### config.mk
export PLATFORM = sky130hd
export DESIGN_NAME = text_console_writer
export DESIGN_NICKNAME = d
export VERILOG_FILES = /design/src/rtl/text_pkg.sv /design/src/rtl/text_glyph_encode.sv /design/src/rtl/text_console_writer.sv
export SDC_FILE = /design/constraint.sdc
export NUM_CORES = 1
export LEC_CHECK = 0
export ABC_AREA = 1
export BUFFER_PORTS_ARGS = -buffer_cell sky130_fd_sc_hd__buf_2
export CORE_MARGIN = 10
export CORE_UTILIZATION = 50
export DETAILED_ROUTE_END_ITERATION = 8
export GPL_TIMING_DRIVEN = 0
export PLACE_DENSITY_LB_ADDON = 0.2
export SYNTH_ARGS = -nofsm -noshare
export SYNTH_HDL_FRONTEND = slang
export SYNTH_SLANG_ARGS = --single-unit
### constraint.sdc
create_clock -name clk -period 1.6 [get_ports clk]
set_input_delay 0.08 -clock clk [delete_from_list [all_inputs] [get_ports clk]]
set_output_delay 0.08 -clock clk [all_outputs]
set_load 0.03 [all_outputs]
### src/rtl/text_pkg.sv
// Shared constants, glyph codes and FSM states for the
// text console write path.
package text_pkg;

  localparam int COLS = 80;
  localparam int ROWS = 30;

  localparam logic [3:0] GLYPH_BLANK   = 4'h0;
  localparam logic [3:0] GLYPH_DIGIT0  = 4'h1;
  localparam logic [3:0] GLYPH_PLUS    = 4'hB;
  localparam logic [3:0] GLYPH_MINUS   = 4'hC;
  localparam logic [3:0] GLYPH_TIMES   = 4'hD;
  localparam logic [3:0] GLYPH_UNKNOWN = 4'hE;

  localparam logic [7:0] ASCII_BS    = 8'h08;
  localparam logic [7:0] ASCII_LF    = 8'h0A;
  localparam logic [7:0] ASCII_FF    = 8'h0C;
  localparam logic [7:0] ASCII_CR    = 8'h0D;
  localparam logic [7:0] ASCII_SPACE = 8'h20;
  localparam logic [7:0] ASCII_PLUS  = 8'h2B;
  localparam logic [7:0] ASCII_MINUS = 8'h2D;
  localparam logic [7:0] ASCII_0     = 8'h30;
  localparam logic [7:0] ASCII_9     = 8'h39;
  localparam logic [7:0] ASCII_X     = 8'h78;
  localparam logic [7:0] ASCII_TILDE = 8'h7E;

  typedef enum logic [1:0] {
    IDLE    = 2'd0,
    CLR_ROW = 2'd1,
    CLR_ALL = 2'd2
  } tw_state_t;

endpackage

### src/rtl/text_glyph_encode.sv
// ASCII byte to 4-bit display glyph, plus a printable flag.
// Purely combinational so any producer can share it.
module text_glyph_encode
  import text_pkg::*;
(
  input  logic [7:0] ascii_i,
  output logic [3:0] glyph_o,
  output logic       is_printable_o
);

  always_comb begin
    glyph_o        = GLYPH_UNKNOWN;
    is_printable_o = (ascii_i >= ASCII_SPACE) &&
                     (ascii_i <= ASCII_TILDE);
    unique case (1'b1)
      (ascii_i == ASCII_SPACE): glyph_o = GLYPH_BLANK;
      (ascii_i >= ASCII_0 && ascii_i <= ASCII_9):
        glyph_o = GLYPH_DIGIT0 + 4'(ascii_i - ASCII_0);
      (ascii_i == ASCII_PLUS):  glyph_o = GLYPH_PLUS;
      (ascii_i == ASCII_MINUS): glyph_o = GLYPH_MINUS;
      (ascii_i == ASCII_X):     glyph_o = GLYPH_TIMES;
      default:                  glyph_o = GLYPH_UNKNOWN;
    endcase
  end

endmodule

### src/rtl/text_console_writer.sv
// Cursor-tracking writer feeding the text_buffer port, with
// multi-cycle row and screen clears.
module text_console_writer #(
  parameter int COLS = text_pkg::COLS,
  parameter int ROWS = text_pkg::ROWS
) (
  input  logic        clk,
  input  logic        rst,
  input  logic        in_valid,
  input  logic [7:0]  in_char,
  output logic        in_ready,
  output logic        we,
  output logic [11:0] waddr,
  output logic [3:0]  new_char,
  output logic [4:0]  cursor_row,
  output logic [6:0]  cursor_col
);
  import text_pkg::*;

  localparam logic [6:0] COL_LAST = 7'(COLS - 1);
  localparam logic [4:0] ROW_LAST = 5'(ROWS - 1);

  tw_state_t   state_q, state_d;
  logic [4:0]  row_q, row_d;
  logic [6:0]  col_q, col_d;
  logic [4:0]  crow_q, crow_d;
  logic [6:0]  ccol_q, ccol_d;
  logic        done_q, done_d;
  logic        we_q, we_d;
  logic [11:0] waddr_q, waddr_d;
  logic [3:0]  char_q, char_d;
  logic [3:0]  glyph;
  logic        printable;
  logic        accept;
  logic        col_last;
  logic [4:0]  row_adv;

  text_glyph_encode u_enc (
    .ascii_i        (in_char),
    .glyph_o        (glyph),
    .is_printable_o (printable)
  );

  assign in_ready = (state_q == IDLE);
  assign accept   = in_valid && in_ready;
  assign col_last = (col_q == COL_LAST);
  assign row_adv  = (row_q == ROW_LAST) ? '0
                  : row_q + 5'd1;

  always_ff @(posedge clk) begin
    if (rst) state_q <= CLR_ALL;
    else     state_q <= state_d;
  end

  always_comb begin
    state_d = state_q;
    case (state_q)
      IDLE: begin
        if (accept) begin
          if (in_char == ASCII_LF ||
              (printable && col_last))
            state_d = CLR_ROW;
          else if (in_char == ASCII_FF)
            state_d = CLR_ALL;
        end
      end
      CLR_ROW, CLR_ALL: begin
        if (done_q) state_d = IDLE;
      end
      default: state_d = CLR_ALL;
    endcase
  end

  always_comb begin
    row_d   = row_q;
    col_d   = col_q;
    crow_d  = crow_q;
    ccol_d  = ccol_q;
    done_d  = done_q;
    we_d    = 1'b0;
    waddr_d = waddr_q;
    char_d  = char_q;
    case (state_q)
      IDLE: begin
        // Arm the clear counters for whichever clear follows.
        crow_d = '0;
        ccol_d = '0;
        done_d = 1'b0;
        if (accept) begin
          unique case (1'b1)
            printable: begin
              we_d    = 1'b1;
              waddr_d = {row_q, col_q};
              char_d  = glyph;
              if (col_last) begin
                col_d = '0;
                row_d = row_adv;
              end else begin
                col_d = col_q + 7'd1;
              end
            end
            (in_char == ASCII_LF): begin
              col_d = '0;
              row_d = row_adv;
            end
            (in_char == ASCII_CR): col_d = '0;
            (in_char == ASCII_BS): begin
              if (col_q != '0) begin
                col_d   = col_q - 7'd1;
                we_d    = 1'b1;
                waddr_d = {row_q, col_q - 7'd1};
                char_d  = GLYPH_BLANK;
              end
            end
            (in_char == ASCII_FF): begin
              row_d = '0;
              col_d = '0;
            end
            default: ;
          endcase
        end
      end
      CLR_ROW: begin
        if (!done_q) begin
          we_d    = 1'b1;
          waddr_d = {row_q, ccol_q};
          char_d  = GLYPH_BLANK;
          if (ccol_q == COL_LAST) done_d = 1'b1;
          else ccol_d = ccol_q + 7'd1;
        end
      end
      CLR_ALL: begin
        if (!done_q) begin
          we_d    = 1'b1;
          waddr_d = {crow_q, ccol_q};
          char_d  = GLYPH_BLANK;
          if (ccol_q == COL_LAST) begin
            ccol_d = '0;
            if (crow_q == ROW_LAST) done_d = 1'b1;
            else crow_d = crow_q + 5'd1;
          end else begin
            ccol_d = ccol_q + 7'd1;
          end
        end
      end
      default: ;
    endcase
  end

  always_ff @(posedge clk) begin
    if (rst) begin
      row_q   <= '0;
      col_q   <= '0;
      crow_q  <= '0;
      ccol_q  <= '0;
      done_q  <= 1'b0;
      we_q    <= 1'b0;
      waddr_q <= '0;
      char_q  <= '0;
    end else begin
      row_q   <= row_d;
      col_q   <= col_d;
      crow_q  <= crow_d;
      ccol_q  <= ccol_d;
      done_q  <= done_d;
      we_q    <= we_d;
      waddr_q <= waddr_d;
      char_q  <= char_d;
    end
  end

  assign we         = we_q;
  assign waddr      = waddr_q;
  assign new_char   = char_q;
  assign cursor_row = row_q;
  assign cursor_col = col_q;

endmodule

==> impl_metrics.env <==
export IMPL_hpwl_um=6044
export IMPL_clock_path_buffers=2
export IMPL_clkTransAtPathRegs_ns=0.10
export IMPL_worstSetupPathType="reg -> reg"
export IMPL_post_route_util_pct=70.89
export IMPL_ios=41
export IMPL_p_sw_w=0.002975
export IMPL_power_internal_w=0.003484
export IMPL_drtAntennaViolNets=0
export IMPL_start_kind="flip-flop"
export IMPL_grt_total_usage_pct=16.71
export IMPL_design_area_um2=4247
export IMPL_nets=614
export IMPL_fin_skew_ns=0.008662
export IMPL_final_cell_mix="nand2_1 (123), nor2_1 (59), inv_1 (50), nand3_1 (44), buf_2 (39)"
export IMPL_syn_inst=506
export IMPL_io_buffer_count=39
export IMPL_cp_data_arrival_time_ns=1.84
export IMPL_seq_power_share_pct=22.9
export IMPL_gp_congestion=0.9244
export IMPL_filler_cell_count=464
export IMPL_required_ns=1.80
export IMPL_setup_tns_ns=-0.07154
export IMPL_outcome="complete, but fails checks"
export IMPL_setup_violations=2
export IMPL_numClockSinks=44
export IMPL_pre_cts_slack_ns=-0.3714
export IMPL_finalPower_w=0.006460
export IMPL_initial_core_util_pct=52.28
export IMPL_max_slew_margin_rel_pct=62.45
export IMPL_grt_pass1_vias=3243
export IMPL_row_count=28
export IMPL_worst_slack_ns=-0.03969
export IMPL_syn_avg_cell_area_um2=6.189
export IMPL_die_h_um=99.14
export IMPL_post_route_min_period_ns=1.640
export IMPL_cts_tree="done"
export IMPL_cts_buffers_inserted=5
export IMPL_vias_per_cell=5.402
export IMPL_syn2layout_area_growth_pct=35.60
export IMPL_grt_setup_unrepaired="yes"
export IMPL_p_leak_nw=1.980
export IMPL_root_buffer="clkbuf_8"
export IMPL_drt_initial_drc_count=253
export IMPL_clkPwrFrac_pct=14.3
export IMPL_drtPass1Iterations=7
export IMPL_clkLatencyLatePin_ns=0.31
export IMPL_multiInputGateArea_um2=2277
export IMPL_place_area_um2=3450
export IMPL_synthesis_nets=534
export IMPL_crit_fanout=7
export IMPL_route_detailed_drc=0
export IMPL_seq_area_um2=907.1
export IMPL_die_w_um=99.14
export IMPL_final_common_cell="nand2_1"
export IMPL_wl_per_cell_um=14.16
export IMPL_core_area_um2=5991
export IMPL_drv_cap=0
export IMPL_ys_warn_count=0
export IMPL_max_freq_mhz=609.9
export IMPL_synth_seq_cells=44
export IMPL_drt_wl_total_um=9371
export IMPL_synth_cell_type_count=33
export IMPL_swShare_pct=46.06
export IMPL_timing_final_crit_share_pct=102.5
export IMPL_slew_viol_final=0
export IMPL_violations="negative setup slack"
export IMPL_ir_worst_vdd_mv=1.192
export IMPL_critPathCaptureType="flip-flop"
export IMPL_htree_levels=2
export IMPL_grt_pass1_wl_um=14190
export IMPL_antenna_found_initial=0
export IMPL_grt_max_degree=16
export IMPL_grt_overflow_total=0
export IMPL_diodes=0
export IMPL_p_comb_share_pct=62.8
export IMPL_yosysSeqAreaShare_pct=28.13
export IMPL_p_per_area_nw_per_um2=1521
export IMPL_dieArea_um2=9829
export IMPL_worstMarginPinSlew_ns=0.5632
export IMPL_synth_area_um2=3132
export IMPL_final_hold_violation_count=0
export IMPL_via_count=3576
export IMPL_drive_gt1_share_pct=31.86
export IMPL_hold_class="in -> reg"
final timing paths:
kind	startpoint	to	slack, ns	cells past startpoint
setup reg to reg	state_q[0]	waddr[7]	-0.04	8
hold / removal	rst	waddr[8]	0.14	2
hold reg to reg	waddr[10]	waddr[10]	0.47	2
setup / recovery	state_q[0]	waddr[7]	-0.04	8
logic make-up after synthesis:
| logic type | after synthesis | synth area share [%] |
|---|---|---|
| xor+xnor | 8 | 2.237 |
| fa+ha+maj | 17 | 6.792 |
| compound gates | 55 | 9.748 |
| simple gates | 306 | 43.31 |
| buf+inv | 76 | 9.788 |
| flops | 44 | 28.13 |
per-layer routing:
| metal | global-route usage, % | wire, µm | share of wire [%] |
|---|---|---|---|
| met1 | 20.07 | 3951 | 42 |
| met4 | 4.851 | 189 | 2.0 |
| met5 | 0 | 0 | 0 |
| met3 | 3.668 | 642 | 6.9 |
| met2 | 29.01 | 4589 | 49 |
synth_stat cells:
library cell  count  share of area (%)
buf_4             1               0.24
a211oi_1          1               0.24
inv_2             4               0.48
nand2_1         135                 16
a21o_1            1               0.24
nor2_2            2               0.40
dfxtp_1          44                 28
ha_1             17                6.8
o211ai_1          2               0.48
xor2_1            7                2.0
a21oi_1          23                3.7
nand3_2           3               0.96
clkinv_1          1               0.12
nand2_2           8                1.6
a21oi_2           4                1.1
nor3_1           11                1.8
xnor2_1           1               0.28
o21ai_0          19                3.0
and2_1            1               0.20
nand4_1          12                2.4
o22ai_1           2               0.40
or2_2             3               0.60
nand3_1          48                7.7
nand3_4           2                1.1
o21bai_1          1               0.24
o21ai_1           2               0.32
nor2_4            1               0.36
buf_2             5               0.80
nand3b_1          4               0.96
buf_8             1               0.48
clkbuf_1          6               0.72
nor2_1           76                9.1
inv_1            58                7.0
timing repair:
item / CTS / global route
hold buffers: 0 / 0
cloned: 1 / 1
resized for setup: 37 / 83
endpoints found under the setup margin: 34 / 41
pin swaps: 10 / 29
setup buffers: 18 / 16
layout make-up:
| type | count | area share [%] |
|---|---|---|
| plain buffers | 11 | 2.210 |
| clock buffers | 5 | 1.621 |
| clock inverters | 3 | 1.120 |
| inverters | 63 | 5.922 |
| multi-input cells | 387 | 53.62 |
| flip-flops and latches | 44 | 21.36 |
| well taps | 75 | 2.210 |
| repair buffers | 74 | 11.93 |
critical path: stages, from the launching register on:
cell and delay, ns:
dfxtp_4 0.41, inv_4 0.06, ha_4 0.30, inv_4 0.05
buf_8 0.13, o21ai_0 0.23, o21ai_0 0.14, nand4_1 0.14
a21oi_1 0.08
power by group through the flow:
| stage | logic, W | clock network, W | registers, W |
|---|---|---|---|
| final | 0.00406 | 0.000921 | 0.00148 |
| after global placement | 0.00263 | 0 | 0.00142 |
| after CTS | 0.00324 | 0.000923 | 0.00144 |
| after global routing | 0.00441 | 0.000960 | 0.00150 |
| after detailed placement | 0.00266 | 0 | 0.00143 |
| after floorplan | 0.00183 | 0 | 0.00166 |
registers in the layout, indices dropped and copies added (netlist names):
register and flops:
waddr 12, ccol_q 7, cursor_col 7, crow_q 5, cursor_row 5, new_char 4, state_q 2, done_q 1
we 1
metrics by stage:
step,instances,hold WS (ns)
global route,662,0.1552
finish,662,0.1382
CTS,645,0.1407
detailed placement,620,0.4555
floorplan,506,0.3627
global placement,620,0.4497
Power figures use the tool's default switching activity.
